**src/rtl/mcp_regfile_wb_if.sv**
```systemverilog
// Bus between the multicycle controller/datapath and the register file.
// Carries IR, writeback controls and data, A/B operands and the debug read port.
interface mcp_regfile_wb_if #(
    parameter int DATA_W = 32,
    parameter int ADDR_W = 5
);
    logic [DATA_W-1:0] instr_i32;
    logic              enable_wrf_i;
    logic              reg_dst_rtrd_i;
    logic              mem_to_reg_i;
    logic [DATA_W-1:0] alu_out_i32;
    logic [DATA_W-1:0] data_i32;
    logic [DATA_W-1:0] a_o32;
    logic [DATA_W-1:0] b_o32;
    logic [ADDR_W-1:0] dbg_addr_i5;
    logic [DATA_W-1:0] dbg_data_o32;

    modport master (
        output instr_i32, enable_wrf_i, reg_dst_rtrd_i, mem_to_reg_i,
        output alu_out_i32, data_i32, dbg_addr_i5,
        input  a_o32, b_o32, dbg_data_o32
    );

    modport slave (
        input  instr_i32, enable_wrf_i, reg_dst_rtrd_i, mem_to_reg_i,
        input  alu_out_i32, data_i32, dbg_addr_i5,
        output a_o32, b_o32, dbg_data_o32
    );
endinterface

```
**src/rtl/mcp_regfile_wb.sv**
```systemverilog
// Register file + writeback stage of the multicycle datapath.
// Ports: clk_i, reset_i (sync, active high), bus (mcp_regfile_wb_if.slave):
//   IR, RegWrite/RegDst/MemtoReg, ALUOut/Data in; A/B operands and debug read out.
// Optional macro RF_WRITE_BYPASS_EN: forward same-edge writeback data into A/B.
module mcp_regfile_wb #(
    parameter int DATA_W = 32,
    parameter int ADDR_W = 5
) (
    input  logic             clk_i,
    input  logic             reset_i,
    mcp_regfile_wb_if.slave  bus
);
    localparam int NREGS = 2 ** ADDR_W;

    logic [DATA_W-1:0] regs_q [NREGS];
    logic [DATA_W-1:0] regs_d [NREGS];
    logic [DATA_W-1:0] a_q, a_d;
    logic [DATA_W-1:0] b_q, b_d;

    logic [ADDR_W-1:0] rs, rt, rd, wa;
    logic [DATA_W-1:0] wd, rd1, rd2;
    logic              wr_hit;

    // IR fields outside rs/rt/rd are of no interest here.
    logic unused_instr;
    assign unused_instr = ^{bus.instr_i32[DATA_W-1:26], bus.instr_i32[10:0]};

    assign rs = bus.instr_i32[25:21];
    assign rt = bus.instr_i32[20:16];
    assign rd = bus.instr_i32[15:11];

    assign wa     = bus.reg_dst_rtrd_i ? rd : rt;
    assign wd     = bus.mem_to_reg_i ? bus.data_i32 : bus.alu_out_i32;
    assign wr_hit = bus.enable_wrf_i && (wa != '0);

    assign rd1 = (rs == '0) ? '0 : regs_q[rs];
    assign rd2 = (rt == '0) ? '0 : regs_q[rt];

    always_comb begin
        regs_d = regs_q;
        if (wr_hit) begin
            regs_d[wa] = wd;
        end
        regs_d[0] = '0;
    end

    always_comb begin
        a_d = rd1;
        b_d = rd2;
`ifdef RF_WRITE_BYPASS_EN
        // wr_hit already excludes r0, so r0 is never forwarded.
        if (wr_hit && (wa == rs)) begin
            a_d = wd;
        end
        if (wr_hit && (wa == rt)) begin
            b_d = wd;
        end
`endif
    end

    always_ff @(posedge clk_i) begin
        if (reset_i) begin
            regs_q <= '{default: '0};
            a_q    <= '0;
            b_q    <= '0;
        end else begin
            regs_q <= regs_d;
            a_q    <= a_d;
            b_q    <= b_d;
        end
    end

    assign bus.a_o32        = a_q;
    assign bus.b_o32        = b_q;
    // Debug read sees committed state only; no forwarding.
    assign bus.dbg_data_o32 = (bus.dbg_addr_i5 == '0) ? '0
                                                      : regs_q[bus.dbg_addr_i5];
endmodule

```
**src/flat_wrapper.sv**
```systemverilog
// flat-port wrapper written by rule: the top's interface ports become plain ports
module mcp_regfile_wb_flat 
#(
    parameter int DATA_W = 32,
    parameter int ADDR_W = 5
)
  (clk_i, reset_i, bus_instr_i32, bus_enable_wrf_i, bus_reg_dst_rtrd_i, bus_mem_to_reg_i, bus_alu_out_i32, bus_data_i32, bus_dbg_addr_i5, bus_a_o32, bus_b_o32, bus_dbg_data_o32);
  mcp_regfile_wb_if #(.DATA_W(DATA_W), .ADDR_W(ADDR_W)) bus_i ();
  input  logic clk_i;
  input  logic reset_i;
  input wire logic [$bits(bus_i.instr_i32)-1:0] bus_instr_i32;
  input wire logic [$bits(bus_i.enable_wrf_i)-1:0] bus_enable_wrf_i;
  input wire logic [$bits(bus_i.reg_dst_rtrd_i)-1:0] bus_reg_dst_rtrd_i;
  input wire logic [$bits(bus_i.mem_to_reg_i)-1:0] bus_mem_to_reg_i;
  input wire logic [$bits(bus_i.alu_out_i32)-1:0] bus_alu_out_i32;
  input wire logic [$bits(bus_i.data_i32)-1:0] bus_data_i32;
  input wire logic [$bits(bus_i.dbg_addr_i5)-1:0] bus_dbg_addr_i5;
  output wire logic [$bits(bus_i.a_o32)-1:0] bus_a_o32;
  output wire logic [$bits(bus_i.b_o32)-1:0] bus_b_o32;
  output wire logic [$bits(bus_i.dbg_data_o32)-1:0] bus_dbg_data_o32;
  assign bus_i.instr_i32 = bus_instr_i32;
  assign bus_i.enable_wrf_i = bus_enable_wrf_i;
  assign bus_i.reg_dst_rtrd_i = bus_reg_dst_rtrd_i;
  assign bus_i.mem_to_reg_i = bus_mem_to_reg_i;
  assign bus_i.alu_out_i32 = bus_alu_out_i32;
  assign bus_i.data_i32 = bus_data_i32;
  assign bus_i.dbg_addr_i5 = bus_dbg_addr_i5;
  assign bus_a_o32 = bus_i.a_o32;
  assign bus_b_o32 = bus_i.b_o32;
  assign bus_dbg_data_o32 = bus_i.dbg_data_o32;
  mcp_regfile_wb #(.DATA_W(DATA_W), .ADDR_W(ADDR_W)) u_core (.clk_i(clk_i), .reset_i(reset_i), .bus(bus_i));
endmodule
```
**config.mk**
```make
export PLATFORM = sky130hd
export DESIGN_NAME = mcp_regfile_wb_flat
export DESIGN_NICKNAME = d
export VERILOG_FILES = /design/src/rtl/mcp_regfile_wb_if.sv /design/src/rtl/mcp_regfile_wb.sv /design/src/flat_wrapper.sv
export SDC_FILE = /design/constraint.sdc
export NUM_CORES = 2
export LEC_CHECK = 0
export CAP_MARGIN = 30
export CORE_AREA = 3 3 367 369
export CTS_BUF_LIST = sky130_fd_sc_hd__clkbuf_4
export CTS_CLUSTER_SIZE = 10
export DETAILED_ROUTE_END_ITERATION = 10
export DIE_AREA = 0 0 370 372
export PLACE_DENSITY = 0.6
export REMOVE_ABC_BUFFERS = 1
export SLEW_MARGIN = 30
export SYNTH_ARGS = -nofsm -noshare
export SYNTH_HDL_FRONTEND = slang
export SYNTH_SLANG_ARGS = --single-unit
```
**constraint.sdc**
```tcl
create_clock -name clk_i -period 3.6 [get_ports clk_i]
set_input_delay 0.36 -clock clk_i [delete_from_list [all_inputs] [get_ports clk_i]]
set_output_delay 0.36 -clock clk_i [all_outputs]
set_load 0.03 [all_outputs]
```
* Word level (Yosys, flattened, before mapping)
Cells that the tools add are included.
** Storage, ports and cells
- Register bits :: 1056
** Cells by class
- Reductions and logical operators :: 8
- Magnitude comparators :: 5
- Muxes and demuxes :: 15
- Bitwise gates (word level) :: 4
** Operator list (number)
- 1024-bit bitwise mux :: 1
- 32-bit binary-select mux with 5-bit select :: 3
- 32-bit 2-to-1 mux :: 9
- 32-bit demux with 5-bit select :: 1
- 6-bit >= comparator (second input constant) :: 4
- 5-bit NOT with 6-bit output :: 4
- 5-bit logical NOT :: 3
- 6-bit by 1-bit < comparator with 1-bit output (second input constant) :: 1
- 5-bit 2-to-1 mux :: 1
- 5-bit nonzero test :: 1
- 2-bit OR reduction :: 2
- 1-bit logical AND :: 2

* Depth between registers and ports, before layout
- Depth after elaboration :: 7
- Mapped depth :: 9
- Mapped depth without buffers :: 5

* Worst setup path before layout
OpenSTA, ideal clock, no wires.
- Path kind :: input-to-output
- Start :: in bus_dbg_addr_i5[0]
- End :: out bus_dbg_data_o32[13]
- Path buffers :: 5
- Arrival :: 2.395 ns
- Cell stages on the path :: 9
- Setup slack :: 0.845 ns
- Path through :: clkbuf_1 > buf_2 > buf_4 > buf_2 > nand2_1 > buf_2 > o221ai_1 > nand2_1 > o21ai_0
** On the way
- Cells in the longest elaborated chain, start to end :: 5
** Ends and longest elaborated chain
- from (decl) :: RTL line flat_wrapper.sv:17 : input wire logic [$bits(bus_i.dbg_addr_i5)-1:0] bus_dbg_addr_i5;
- 5-bit NOT with 6-bit output (implied by the code) :: RTL line mcp_regfile_wb.sv:77 : : regs_q[bus.dbg_addr_i5];
- 32-bit binary-select mux with 5-bit select :: RTL line mcp_regfile_wb.sv:77
- 32-bit 2-to-1 mux (implied by the code) (2 in series) :: RTL line mcp_regfile_wb.sv:77
- 32-bit 2-to-1 mux * :: RTL line mcp_regfile_wb.sv:76 : assign bus.dbg_data_o32 = (bus.dbg_addr_i5 == '0) ? '0
- to (decl) :: RTL line flat_wrapper.sv:20 : output wire logic [$bits(bus_i.dbg_data_o32)-1:0] bus_dbg_data_o32;
Mark *: on every way between the ends. The rest lies on a longest branch, timed or not. The select of a mux whose other input is x is not followed.

* Worst setup path after layout
- Start :: reg u_core.regs_q[909] (netlist name)
- End :: out bus_dbg_data_o32[13]
** On the way
- Cells in the longest elaborated chain, start to end :: 4
** Ends and longest elaborated chain
- from (decl) :: RTL line mcp_regfile_wb.sv:15 : logic [DATA_W-1:0] regs_q [NREGS];
- from (signal assigned) :: RTL line mcp_regfile_wb.sv:67 : regs_q <= regs_d;
- 32-bit binary-select mux with 5-bit select :: RTL line mcp_regfile_wb.sv:77
- 32-bit 2-to-1 mux (implied by the code) (2 in series) :: RTL line mcp_regfile_wb.sv:77
- 32-bit 2-to-1 mux :: RTL line mcp_regfile_wb.sv:76
No other way between the ends. The select of a mux whose other input is x is not followed.

==> results.ini <==
[status]
status=finished, final reports clean

[clock_network]
clk_pin_slew_ns=0.07
clock_path_buffers=4
clk_latency_ns=1.31
cts_buffers=312
tritoncts=built
cts-root-buf=clkbuf_4
h-tree-depth=5
cts_setup_buffers=0
clock_sinks=1056

[place]
place_congestion=0.8826
dp.cells=7284
dpl.hpwl_mm=130.6
numPortBuffers=184
placed_cell_area_mm2=0.06364

[logic_synthesis]
syn_area_per_cell_um2=10.14
ys_seq_area_share_pct=35.83
synth_cell_types=41
synth_warnings=0
ys_ff_latch=1056
synthFlopType=dfxtp_1
synth-edff-count=0
synth.cell_area_mm2=0.05901
synth.top_cell.area_share_pct=35.83
yosysTopAreaCell=dfxtp_1
async_flop_share_pct=0
synth.area.top_cells=dfxtp_1, mux4_2, a211oi_1, nor2_1, mux2i_1
postSynthCellCount=5819

[timing]
hold_viol=0
slew_headroom_pct=31.44
period_minus_slack_ns=3.493
fmax_ghz=0.2863
finalSetupViolCount=0
rsz0062_at_grt=no
fin_skew_ns=0.06544
setup_tns_ns=0
worstMarginPinSlew_ns=1.026
maxSlewViolCount=0
finalCritPeriodShare_pct=97.03

[routing]
route.layer.met1.wl_mm=87.73
dr.pass1.iters=6
routed_wl_mm=218.8
route.met3.wl_mm=19.29
topRoutingLayerUsed=met5
drtIter0Drc=5751
vias_per_cell=6.509
drc_errors=0
routed-wl-met2_mm=100.3
ant_nets=0
vias=50940
wl_per_cell_um=27.96

[worst_setup_path]
critical_path_required_ns=3.24
endpoint_kind=output pin
reg2reg_to=u_core.bus.a_o32[5]$_SDFF_PP0_
rr_startpoint=u_core.regs_q[325]$_SDFFE_PP0P_
crit_family=compound AO/OA/AOI/OAI gates
cp_slowest_cell=o21ai_0
rr_worst_depth=6
crit_buf_inv=1
start_kind=flip-flop
cp_max_fo=4
crit_cells=6
reg2reg_slack_ns=1.07
worstSetupPathType=flip-flop to output pin
crit_path_max_incr_delay_ns=0.59
arrival_ns=3.13
critical_path.cell_chain=mux2_2 -> a22oi_1 -> o221ai_1 -> nand2_1 -> o21ai_0 -> buf_12

[grt]
grt_pass1_wl_mm=324.2
grt_max_degree=203
grt_usage_pct=31.26
grt_pass1_vias=49500
grt-ovfl-total=0
antenna_found_initial=11

[power_and_ir_drop]
p_sw_share_pct=28.97
p_leak_uw=0.02215
p_clk_share_pct=41.2
p_int_uw=18920
p_seq_share_pct=45.2
irDropWorstVdd_mv=0.3756
power_uw=26640
cellPowerDensity_mw_per_mm2=393.9
power.switching_uw=7717
comb_power_share_pct=13.6

[layout]
fill_cells=11940
area_delta_synth_final_pct=14.62
fin_cells=7826
drive_above_1_share_pct=25.30
fin_nets=5982
utilization_pct=51.45
final_cell_area_mm2=0.06763

[floorplan]
rows=133
die_h_um=372
die_area_mm2=0.1376
start_util_pct=44.89
io_pins=202
die_w_um=370
core_mm2=0.1315

[min_path]
hp-class=input pin to flip-flop
min-delay-start=bus_data_i32[30]
worstHoldEndpoint=u_core.regs_q[158]$_SDFFE_PP0P_
min_delay_path_depth=4

[flow_run]
cap_violations=0

-- tightest hold or removal path, stage by stage --
cell and delay, ns:
clkdlybuf4s50_1 0.50, mux2i_4 0.11, buf_8 0.17, a211oi_1 0.19
-- power groups by stage --
stage                     logic [µW]  clock network [µW]  registers (µW)
after global routing            3780               11900           12100
after floorplan                 1400                   0           12300
final                           3630               11000           12000
after global placement          3500                   0           12300
after detailed placement        3530                   0           12300
after CTS                       3560               11200           12000
-- logic make-up (layout without fill, tap and decap cells) --
kind of cell           Yosys count  count (layout)  synth area share [%]
AO/OA/AOI/OAI                 1683            1683                 20.85
buffers and inverters          722             969                 5.131
flip-flops                    1056            1056                 35.83
multiplexers                  1064            1064                 29.35
other                            0               5                     0
AND/OR/NAND/NOR               1294            1294                 8.840
-- layer usage --
metal	vias to the layer above	global-route usage, %
li1	22780	-
met4	6	16.24
met2	2700	48.95
met3	637	6.347
met1	24820	40.91
met5	-	0
-- flip-flops by register name, indices dropped and copies added (netlist names) --
name / cells
u_core.regs_q: 992
u_core.bus.b_o32: 32
u_core.bus.a_o32: 32
-- layout make-up --
class | count | area [µm²] | share of cell area, %
Sequential cell | 1056 | 21140 | 31.26
Tap cell | 1755 | 2196 | 3.247
Inverter | 1 | 3.754 | 0.005550
Antenna cell | 5 | 12.51 | 0.01850
Clock buffer | 449 | 3371 | 4.984
Timing Repair Buffer | 464 | 5284 | 7.812
Multi-Input combinational cell | 4041 | 35390 | 52.33
Clock inverter | 55 | 235.2 | 0.3478
-- worst max-delay path by stage --
stage | end | slack (ns) | start
6_report | bus_dbg_data_o32[13] | 0.11 | u_core.regs_q[909]$_SDFFE_PP0P_
5_1_grt | bus_dbg_data_o32[28] | 0.005 | u_core.regs_q[796]$_SDFFE_PP0P_
4_1_cts | bus_dbg_data_o32[19] | 0.01 | u_core.regs_q[851]$_SDFFE_PP0P_
3_5_place_dp | bus_dbg_data_o32[10] | 0.51 | bus_dbg_addr_i5[0]
3_3_place_gp | bus_dbg_data_o32[22] | 0.54 | bus_dbg_addr_i5[0]
2_1_floorplan | u_core.regs_q[384]$_SDFFE_PP0P_ | 0.42 | bus_instr_i32[19]
-- stage by stage --
step | worst slack, ns | hold WS, ns
4_1_cts | 0.01077 | 0.0004308
2_1_floorplan | 0.4181 | 0.4328
3_3_place_gp | 0.5364 | 0.5071
5_1_grt | 0.005232 | 0.04751
3_5_place_dp | 0.5149 | 0.5122
6_report | 0.1068 | 0.09201
-- layout by cell type (no fill, tap or decap), types with 69 or more instances in the layout --
cell type,count
buf_12,101
a21oi_1,147
a22o_1,82
a22oi_1,82
a211oi_1,1067
clkdlybuf4s50_1,136
dfxtp_1,1056
mux4_2,516
mux2i_1,344
nand2_1,90
clkbuf_4,449
mux2_2,172
nor2_1,1042
o21ai_0,69
buf_4,180
-- cells in the mapped netlist (all sizes together), types with 5 or more instances --
master  number
and3b        6
dfxtp     1056
o22ai       44
a21oi      147
mux4       516
o32ai        7
o221ai      57
nor2      1075
nor3b        6
nand2       90
nor2b       69
a21boi       6
a22oi       82
nand2b       6
mux2i      376
mux2       172
o21ai       87
a311oi      14
and2         6
a221oi      40
a221o       20
nor3        31
clkbuf     459
a211o        5
o211ai      12
a31oi       12
a211oi    1067
buf        262
a22o        82
-- what timing repair did --
action / CTS / global route
gates cloned: 0 / 0
resized for setup: 5 / 2
hold endpoints to repair: 653 / 9
hold buffers: 25 / 6
setup endpoints to repair: 5 / 2
(Power assumes the default switching activity.)
